### src/rtl/tower_unit_if.sv
// -----------------------------------------------------------------------------
// tower_unit_if
// Groups the gameplay-side signals of one tower: the per-cycle inputs from the
// level controller and the registered tower status going back to it.
//
//   game_tick       controller -> tower  one-clk gameplay tick enable
//   start_level     controller -> tower  level start request (honoured in IDLE)
//   player          controller -> tower  1 = player tower (right), 0 = enemy (left)
//   attack_en       controller -> tower  per-channel attack valid
//   damage_in       controller -> tower  packed damage, channel i at [i*DMG_W +: DMG_W]
//   health          tower -> controller  current hit points
//   position        tower -> controller  deploy x-position
//   alive           tower -> controller  high while the tower is in play
//   dead            tower -> controller  high during the death-hold window
//   level_complete  tower -> controller  sticky "this tower fell" flag
//   hit             tower -> controller  one-clk pulse when damage landed
//
// Modports: master = level controller side, slave = tower side.
// -----------------------------------------------------------------------------
interface tower_unit_if #(
    parameter int HP_W  = 8,
    parameter int N_ATK = 2,
    parameter int DMG_W = 8,
    parameter int POS_W = 9
);
    logic                    game_tick;
    logic                    start_level;
    logic                    player;
    logic [N_ATK-1:0]        attack_en;
    logic [N_ATK*DMG_W-1:0]  damage_in;
    logic [HP_W-1:0]         health;
    logic [POS_W-1:0]        position;
    logic                    alive;
    logic                    dead;
    logic                    level_complete;
    logic                    hit;

    modport master (
        output game_tick, start_level, player, attack_en, damage_in,
        input  health, position, alive, dead, level_complete, hit
    );

    modport slave (
        input  game_tick, start_level, player, attack_en, damage_in,
        output health, position, alive, dead, level_complete, hit
    );
endinterface

### src/rtl/tower_unit.sv
// -----------------------------------------------------------------------------
// tower_unit
// One tower of a level: hit points, deploy position and life state.
// Life cycle: IDLE -> DEPLOY (1 clk) -> ALIVE -> DEAD (DEAD_TICKS game ticks)
// -> IDLE. While ALIVE, the summed damage of all enabled channels is applied
// every clk; optional regeneration adds +1 health every REGEN_TICKS game ticks.
//
// Ports:
//   clk    system clock
//   reset  asynchronous, active-high reset
//   bus    tower_unit_if.slave (inputs from and status to the level controller)
// -----------------------------------------------------------------------------
module tower_unit #(
    parameter int HP_W        = 8,
    parameter int MAX_HP      = 255,
    parameter int N_ATK       = 2,
    parameter int DMG_W       = 8,
    parameter int POS_W       = 9,
    parameter int DEAD_TICKS  = 10,
    parameter int REGEN_TICKS = 0
) (
    input  logic         clk,
    input  logic         reset,
    tower_unit_if.slave  bus
);
    // Sum width is wide enough that N_ATK maximal hits can never wrap.
    localparam int SUM_W      = DMG_W + $clog2(N_ATK) + 1;
    localparam int CMP_W      = (SUM_W > HP_W) ? SUM_W : HP_W;
    localparam int DEAD_LAST  = (DEAD_TICKS > 1) ? DEAD_TICKS - 1 : 0;
    localparam int REGEN_LAST = (REGEN_TICKS > 1) ? REGEN_TICKS - 1 : 0;
    localparam int DCNT_W     = (DEAD_TICKS > 1) ? $clog2(DEAD_TICKS) : 1;
    localparam int RCNT_W     = (REGEN_TICKS > 1) ? $clog2(REGEN_TICKS) : 1;
    localparam bit REGEN_ON   = (REGEN_TICKS > 0);
    localparam logic [HP_W-1:0] MAX_HP_V = HP_W'(MAX_HP);

    // Three-bit encoding leaves spare codes; any of them falls back to IDLE.
    typedef enum logic [2:0] {
        S_IDLE   = 3'd0,
        S_DEPLOY = 3'd1,
        S_ALIVE  = 3'd2,
        S_DEAD   = 3'd3
    } state_t;

    state_t             state_reg;
    logic [HP_W-1:0]    health_reg;
    logic [POS_W-1:0]   position_reg;
    logic               alive_reg;
    logic               dead_reg;
    logic               level_complete_reg;
    logic               hit_reg;
    logic [DCNT_W-1:0]  dead_cnt_reg;
    logic [RCNT_W-1:0]  regen_cnt_reg;

    // ---------------------------------------------------------------- damage
    logic [SUM_W-1:0] masked [N_ATK];

    generate
        for (genvar gi = 0; gi < N_ATK; gi++) begin : g_mask
            assign masked[gi] = bus.attack_en[gi]
                              ? SUM_W'(bus.damage_in[gi*DMG_W +: DMG_W])
                              : '0;
        end
    endgenerate

    logic [SUM_W-1:0] dmg_sum;
    always_comb begin
        dmg_sum = '0;
        for (int i = 0; i < N_ATK; i++) begin
            dmg_sum = dmg_sum + masked[i];
        end
    end

    logic            dmg_any;
    logic            lethal;
    logic [HP_W-1:0] hp_after;
    logic            regen_due;
    logic            dead_done;

    assign dmg_any   = (dmg_sum != '0);
    assign lethal    = (CMP_W'(dmg_sum) >= CMP_W'(health_reg));
    // Only used when the hit is not lethal, so the sum fits below health.
    assign hp_after  = health_reg - HP_W'(dmg_sum);
    assign regen_due = REGEN_ON && bus.game_tick
                     && (regen_cnt_reg == RCNT_W'(REGEN_LAST));
    assign dead_done = bus.game_tick && (dead_cnt_reg == DCNT_W'(DEAD_LAST));

    // ------------------------------------------------------------------- FSM
    always_ff @(posedge clk or posedge reset) begin
        if (reset) begin
            state_reg          <= S_IDLE;
            health_reg         <= MAX_HP_V;
            position_reg       <= '0;
            alive_reg          <= 1'b0;
            dead_reg           <= 1'b0;
            level_complete_reg <= 1'b0;
            hit_reg            <= 1'b0;
            dead_cnt_reg       <= '0;
            regen_cnt_reg      <= '0;
        end else begin
            hit_reg <= 1'b0;
            case (state_reg)
                S_IDLE: begin
                    health_reg <= MAX_HP_V;
                    if (bus.start_level) begin
                        state_reg          <= S_DEPLOY;
                        level_complete_reg <= 1'b0;
                    end
                end

                S_DEPLOY: begin
                    position_reg  <= bus.player ? '1 : '0;
                    health_reg    <= MAX_HP_V;
                    regen_cnt_reg <= '0;
                    alive_reg     <= 1'b1;
                    state_reg     <= S_ALIVE;
                end

                S_ALIVE: begin
                    hit_reg <= dmg_any;
                    // The regen counter keeps its cadence even when damage
                    // suppresses the +1 on the wrapping tick.
                    if (REGEN_ON && bus.game_tick) begin
                        regen_cnt_reg <= regen_due ? '0 : regen_cnt_reg + RCNT_W'(1);
                    end
                    if (lethal) begin
                        health_reg         <= '0;
                        state_reg          <= S_DEAD;
                        alive_reg          <= 1'b0;
                        dead_reg           <= 1'b1;
                        level_complete_reg <= 1'b1;
                        dead_cnt_reg       <= '0;
                    end else if (dmg_any) begin
                        health_reg <= hp_after;
                    end else if (regen_due && (health_reg < MAX_HP_V)) begin
                        health_reg <= health_reg + HP_W'(1);
                    end
                end

                S_DEAD: begin
                    if (bus.game_tick) begin
                        if (dead_done) begin
                            state_reg    <= S_IDLE;
                            health_reg   <= MAX_HP_V;
                            dead_reg     <= 1'b0;
                            dead_cnt_reg <= '0;
                        end else begin
                            dead_cnt_reg <= dead_cnt_reg + DCNT_W'(1);
                        end
                    end
                end

                default: begin
                    state_reg <= S_IDLE;
                    alive_reg <= 1'b0;
                    dead_reg  <= 1'b0;
                end
            endcase
        end
    end

    assign bus.health         = health_reg;
    assign bus.position       = position_reg;
    assign bus.alive          = alive_reg;
    assign bus.dead           = dead_reg;
    assign bus.level_complete = level_complete_reg;
    assign bus.hit            = hit_reg;

endmodule

### src/flat_wrapper.sv
// flat-port wrapper written by rule: the top's interface ports become plain ports
module tower_unit_flat 
#(
    parameter int HP_W        = 8,
    parameter int MAX_HP      = 255,
    parameter int N_ATK       = 2,
    parameter int DMG_W       = 8,
    parameter int POS_W       = 9,
    parameter int DEAD_TICKS  = 10,
    parameter int REGEN_TICKS = 0
)
  (clk, reset, bus_game_tick, bus_start_level, bus_player, bus_attack_en, bus_damage_in, bus_health, bus_position, bus_alive, bus_dead, bus_level_complete, bus_hit);
  tower_unit_if #(.HP_W(HP_W), .N_ATK(N_ATK), .DMG_W(DMG_W), .POS_W(POS_W)) bus_i ();
  input  logic clk;
  input  logic reset;
  input wire logic [$bits(bus_i.game_tick)-1:0] bus_game_tick;
  input wire logic [$bits(bus_i.start_level)-1:0] bus_start_level;
  input wire logic [$bits(bus_i.player)-1:0] bus_player;
  input wire logic [$bits(bus_i.attack_en)-1:0] bus_attack_en;
  input wire logic [$bits(bus_i.damage_in)-1:0] bus_damage_in;
  output wire logic [$bits(bus_i.health)-1:0] bus_health;
  output wire logic [$bits(bus_i.position)-1:0] bus_position;
  output wire logic [$bits(bus_i.alive)-1:0] bus_alive;
  output wire logic [$bits(bus_i.dead)-1:0] bus_dead;
  output wire logic [$bits(bus_i.level_complete)-1:0] bus_level_complete;
  output wire logic [$bits(bus_i.hit)-1:0] bus_hit;
  assign bus_i.game_tick = bus_game_tick;
  assign bus_i.start_level = bus_start_level;
  assign bus_i.player = bus_player;
  assign bus_i.attack_en = bus_attack_en;
  assign bus_i.damage_in = bus_damage_in;
  assign bus_health = bus_i.health;
  assign bus_position = bus_i.position;
  assign bus_alive = bus_i.alive;
  assign bus_dead = bus_i.dead;
  assign bus_level_complete = bus_i.level_complete;
  assign bus_hit = bus_i.hit;
  tower_unit #(.HP_W(HP_W), .MAX_HP(MAX_HP), .N_ATK(N_ATK), .DMG_W(DMG_W), .POS_W(POS_W), .DEAD_TICKS(DEAD_TICKS), .REGEN_TICKS(REGEN_TICKS)) u_core (.clk(clk), .reset(reset), .bus(bus_i));
endmodule
### config.mk
export PLATFORM = sky130hd
export DESIGN_NAME = tower_unit_flat
export DESIGN_NICKNAME = d
export VERILOG_FILES = /design/src/rtl/tower_unit_if.sv /design/src/rtl/tower_unit.sv /design/src/flat_wrapper.sv
export SDC_FILE = /design/constraint.sdc
export NUM_CORES = 1
export LEC_CHECK = 0
export BUFFER_PORTS_ARGS = -buffer_cell sky130_fd_sc_hd__buf_4
export CORE_MARGIN = 3
export CORE_UTILIZATION = 59
export DETAILED_ROUTE_END_ITERATION = 12
export PLACE_DENSITY = 0.86
export SETUP_SLACK_MARGIN = 0.15
export SYNTH_ARGS = -nofsm -noshare
export SYNTH_HDL_FRONTEND = slang
export SYNTH_SLANG_ARGS = --single-unit
### constraint.sdc
create_clock -name clk -period 3.5 [get_ports clk]
set_input_delay 0.7 -clock clk [delete_from_list [all_inputs] [get_ports clk]]
set_output_delay 0.7 -clock clk [all_outputs]
set_load 0.05 [all_outputs]
======== Word-level counts from Yosys, hierarchy flattened ========
Index checks and enable logic that the tools add are counted.
storage, ports and cells
  register bits ........................... 28
  bits in latches ......................... 0
  RAM bits ................................ 0
  ROM bits ................................ 0
  input bits .............................. 23
  output and inout port bits .............. 21
  word-level logic and storage cells ...... 63
  memories ................................ 0
operators by class
  $add $sub $neg .......................... 3
  $mul .................................... 0
  divide/modulo/power cells ............... 0
  $lt $le $gt $ge ......................... 1
  equal/unequal tests ..................... 9
  shifts and indexed selects .............. 0
  muxes and demuxes ....................... 26
  bitwise gates (word level) .............. 2
  reductions and logical operators ........ 14
operators by type and width
  cell                                                   count
  2-to-1 mux 8 bit                                       6
  case mux 8 bit (3 select lines)                        1
  2-to-1 mux 3 bit                                       4
  2-to-1 mux 4 bit                                       3
  case mux 3 bit (4 select lines)                        1
  AND reduction 4 bit                                    3
  adder 10 bit                                           1
  greater-or-equal comparator 10 x 8 -> 1 bit            1
  nonzero test 10 bit                                    1
  2-to-1 mux 9 bit                                       1
  case mux 4 bit (2 select lines)                        1
  subtractor 8 bit                                       1
  equality test 3 x 2 -> 1 bit, second input constant    2
  2-to-1 mux 1 bit                                       6
  case mux 1 bit (3 select lines)                        2
  AND reduction 3 bit                                    2
  adder 4 x 1 -> 4 bit, second input constant            1
  equality test 4 bit, second input constant             1
  inequality test 2 x 1 -> 1 bit, second input constant  2
  inequality test 2 bit, second input constant           2
  nonzero test 2 bit                                     2
  OR reduction 2 bit                                     2
  equality test 3 x 1 -> 1 bit, second input constant    1
  zero test 3 bit                                        1
  other kinds (6)                                        7

======== Depth between registers and ports, before layout ========
  word-level depth ........................ 6
  gate-level depth with buffers ........... 13

======== Least setup slack after synthesis ========
No wires, ideal clock.
  path type ............................... input to register
  start ................................... in bus_damage_in[8]
  end ..................................... reg u_core.state_reg[1]
  setup time .............................. 0.128 ns
  arrival ................................. 3.401 ns
  path slack .............................. -0.028 ns
  stages on the path ...................... 13
  cell sequence ........................... and2_1 > ha_1 > fa_1 > a21o_1 > a221oi_2 > xnor2_1 > ha_1 > o21ai_0 > nor2_1 > o21ai_0 > o21a_1 > a21oi_1 > mux2_1
between the ends
  cells in the longest elaborated chain, start to end .. 5
RTL lines
  element                                          line                source
  start: declaration                               flat_wrapper.sv:20  input wire logic [$bits(bus_i.damage_in)-1:0] bus_damage_in;
  2-to-1 mux 8 bit                                 tower_unit.sv:60    ? SUM_W'(bus.damage_in[gi*DMG_W +: DMG_W])
  adder 10 bit                                     tower_unit.sv:69    dmg_sum = dmg_sum + masked[i];
  greater-or-equal comparator 10 x 8 -> 1 bit      tower_unit.sv:80    assign lethal = (CMP_W'(dmg_sum) >= CMP_W'(health_reg));
  inequality test 2 x 1 -> 1 bit (no source line)  n/a
  AND reduction 4 bit (no source line)             n/a
  end signal: assignment                           tower_unit.sv:90    state_reg <= S_IDLE;
  end signal: assignment                           tower_unit.sv:105   state_reg <= S_DEPLOY;
  end signal: assignment                           tower_unit.sv:115   state_reg <= S_ALIVE;
  end: declaration                                 tower_unit.sv:44    state_t state_reg;
No other way between the ends.
A chain may end at the register's enable or synchronous reset.

======== Worst setup path after layout ========
  start ................................... in bus_attack_en[0]
  end ..................................... reg u_core.health_reg[6] (netlist: u_core.bus.health[6])
between the ends
  cells in the longest elaborated chain, start to end .. 6
RTL lines
  element                          line                source
  start: declaration               flat_wrapper.sv:19  input wire logic [$bits(bus_i.attack_en)-1:0] bus_attack_en;
  2-to-1 mux 8 bit *               tower_unit.sv:60
  adder 10 bit *                   tower_unit.sv:69
  subtractor 8 bit                 tower_unit.sv:82    assign hp_after = health_reg - HP_W'(dmg_sum);
  2-to-1 mux 8 bit                 tower_unit.sv:132   end else if (dmg_any) begin
  2-to-1 mux 8 bit                 tower_unit.sv:125   if (lethal) begin
  case mux 8 bit (3 select lines)  tower_unit.sv:101   case (state_reg)
  end signal: assignment           tower_unit.sv:133   health_reg <= hp_after;
  end signal: assignment           tower_unit.sv:135   health_reg <= health_reg + HP_W'(1);
  end: declaration                 tower_unit.sv:45    logic [HP_W-1:0] health_reg;
Every way passes the cells marked *; elsewhere a longest branch is shown, timed or not. The select of a mux whose other input is x is not followed.

==> flow_summary.yaml <==
run_status:
  status: "completed"
synthesis:
  yosys_warnings: 0
  synth.area.top_cells: "ha_1 (18%), dfrtp_1 (14%), dfstp_2 (10%), and2_1 (5.6%), inv_1 (5.0%)"
  ys.flop_type: "dfrtp_1"
  yosysSeqAreaShare_pct: 24.2
  yosys_register_bits: 19
  async_reset_ff_share_pct: 100
  synthesis.nets: 276
  syn_area_per_cell_sq_um: 9.04
  syn-cell-area_sq_um: 2010
  yosysMostFrequentCell: "ha_1"
  synth_top_area_cell: "ha_1"
  yosysUniqueCellTypes: 52
  synth.top_cell.area_share_pct: 18.1
  syn-instance-count: 222
  synth_edf_count: 0
  ys_top_cells_by_count: "ha_1 (29), inv_1 (27), and2_1 (18)"
setup_path:
  required_ns: 3.73
  startpoint: "bus_attack_en[0]"
  crit_fanout: 7
  worstSetupEndpointType: "flip-flop"
  cp.arrival_ns: 3.55
  critPathLaunchType: "input pin"
  timing.rr.start: "u_core.bus.health[0]$_DFFE_PP1P_"
  cp_slowest_stage_delay_ns: 0.33
  critPathTopFamily: "compound AO/OA/AOI/OAI gates"
  worstSetupPathType: "in2reg"
  slowest_stage: "fa_2"
  crit_buf_inv: 2
  cpMostUsedCell: "o21ai_2"
  crit_chain: "buf_8 -> and2_4 -> ha_4 -> fa_2 -> a21o_1 -> a221oi_2 -> xnor2_1 -> ha_1 -> o21ai_1 -> nor2_1 -> o21ai_2 -> o21ai_2 -> o31ai_4 -> buf_4 -> a221o_1"
clock_tree:
  clkTransAtPathRegs_ns: 0.11
  cts_tree: "built"
  clkLatencyLatePin_ns: 0.30
  clock_path_buffers: 2
  cts_made_buffers: 3
  h-tree-depth: 1
  clock-sinks: 19
  root_buffer: "clkbuf_4"
placement:
  globalplace.congestion: 0.901
  hpwl_microns: 3820
  io_buffers: 43
  dpl_worst_slack_ns: -0.218
global_route:
  grt_start_max_net_pins: 20
  overflow: 0
  grt_pass1_vias: 1716
  grt_pass1_wl_microns: 7810
  grt_usage_pct: 23.8
  antenna_found_initial: 0
timing:
  timing.final.ws_setup_ns: 0.180
  rsz0062_at_grt: "true"
  maxSlewHeadroom_pct: 55.9
  period_needed_ns: 3.32
  setup-violations-final: 0
  worst_clock_skew_ns: 0.00954
  fin_crit_sh_pct: 94.9
  drv_slew: 0
  hold_viol_final: 0
  worst_pin_slew_ns: 0.661
  timing.setup.tns_ns: 0
  fmax_mhz: 301
  fin_hold_ws_ns: 0.481
cells_and_area:
  layout.nets: 341
  n_fill_cell: 190
  layout-drive-gt1-share_pct: 37.1
  synthToLayoutAreaGrowth_pct: 32.7
  multiInputGateArea_sq_um: 1450
  utilization_pct: 84.5
  seqCellArea_sq_um: 485
  diodes: 0
  largest_reg_flops: 8
die:
  die_w_microns: 64.3
  placementRows: 20
  die_h_microns: 64.3
  start_util_pct: 63.7
  core_region_area_sq_um: 3150
  io_pins: 44
  die_area_sq_um: 4140
power:
  leakagePower_uw: 0.00134
  powerDensity_nw_per_um2: 830
  switching_share_pct: 51.9
  p_clk_share_pct: 4.9
  switchingPower_uw: 1150
  combPwrFrac_pct: 75.4
  ir_drop_mv: 0.495
  internal_power_uw: 1060
  seqPwrFrac_pct: 19.7
routing:
  firstDrtPassIters: 4
  post_drt_wl_per_cell_microns: 14.9
  wl_met1_microns: 2160
  routed_wirelength_microns: 4920
  wl_met3_microns: 186
  drt_iter0_markers: 122
  vias_per_cell: 5.63
  drc: 0
  vias: 1858
  drtAntennaViolNets: 0
  dr_wl_met2_microns: 2440
  top_layer: "met4"
job:
  drv_cap: 0
worst_hold_path:
  hold_path_class: "in2async"
-- metrics by stage --
stage                     std cells  cell area, sq um  total power (uW)
after global placement          321              2510              1940
after global routing            330              2660              2360
final                           330              2660              2210
after CTS                       327              2560              2100
after floorplan                 222              2040              1590
after detailed placement        321              2510              1980
-- cells by family (layout without fill, tap and decap cells) --
kind of cell	Yosys count	in the layout	synth area share, %
muxes	5	5	2.68
and+or+nand+nor	62	62	17.6
adders and majority gates	31	31	20.1
AOI/OAI and AO/OA	60	60	23.4
xor gates and xnor gates	8	8	3.49
buffers and inverters	37	101	8.48
DFF	19	19	24.2
-- area by class of cell --
class	instances	area share [%]
inverter	28	3.99
multi-input combinational	166	54.5
tap	44	2.07
sequential	19	18.2
clock buffer	3	0.845
clock inverter	1	0.188
timing repair buffer	69	20.2
-- cells in the final DEF (no fill, tap or decap), types with 2 or more instances in the layout --
cell type / Yosys / final
and2_1: 18 / 16
nor3b_1: 2 / 2
nor3_1: 5 / 5
buf_8: 0 / 2
nand3_1: 5 / 4
xor2_1: 2 / 2
nand2_1: 9 / 9
o22ai_1: 2 / 2
and2_4: 0 / 2
nor2_1: 12 / 12
clkinv_2: 1 / 2
a21oi_1: 13 / 10
a211oi_1: 2 / 2
ha_1: 29 / 26
buf_4: 8 / 66
xnor2_1: 6 / 6
a2111oi_0: 4 / 3
o21bai_1: 2 / 2
dfstp_2: 8 / 8
o21ai_2: 0 / 2
mux2i_1: 2 / 2
a221o_1: 9 / 9
a21o_1: 6 / 6
clkbuf_4: 0 / 3
a21oi_4: 0 / 2
ha_4: 0 / 2
o21ai_0: 5 / 3
nand2b_1: 2 / 2
inv_1: 27 / 27
dfrtp_1: 11 / 11
-- per-layer routing --
metal  up-vias  GRT usage, %
met2        55          39.9
met1       862          31.1
met4         0          6.60
met5         -             0
met3        17          4.39
li1        924             -
-- path summary, 6_finish.rpt --
path / end / slack [ns] / depth (start not counted)
worst max-delay path: u_core.bus.health[6]$_DFFE_PP1P_ / 0.18 / 15
worst min-delay path: u_core.bus.position[7]$_DFFE_PP0P_ / 0.48 / 2
worst max register to register: u_core.bus.health[6]$_DFFE_PP1P_ / 1.05 / 9
worst min register to register: u_core.bus.alive$_DFFE_PP0P_ / 0.50 / 1
max in group asynchronous: u_core.state_reg[0]$_DFFE_PP0P_ / 2.59 / 2
min in group clk: u_core.bus.alive$_DFFE_PP0P_ / 0.50 / 1
-- power by group through the flow --
stage,Clock [uW],Sequential [uW],Combinational (uW)
after floorplan,0,605,989
after detailed placement,0,434,1550
after CTS,112,431,1560
after global routing,121,448,1800
final,108,435,1670
after global placement,0,428,1510
-- what timing repair did --
item,in CTS,in global routing
pin swaps,4,23
setup buffers,2,3
setup endpoints to repair,13,16
resized for setup,1,18
hold buffers,0,0
Note: power is estimated with default switching activity, not from simulation.
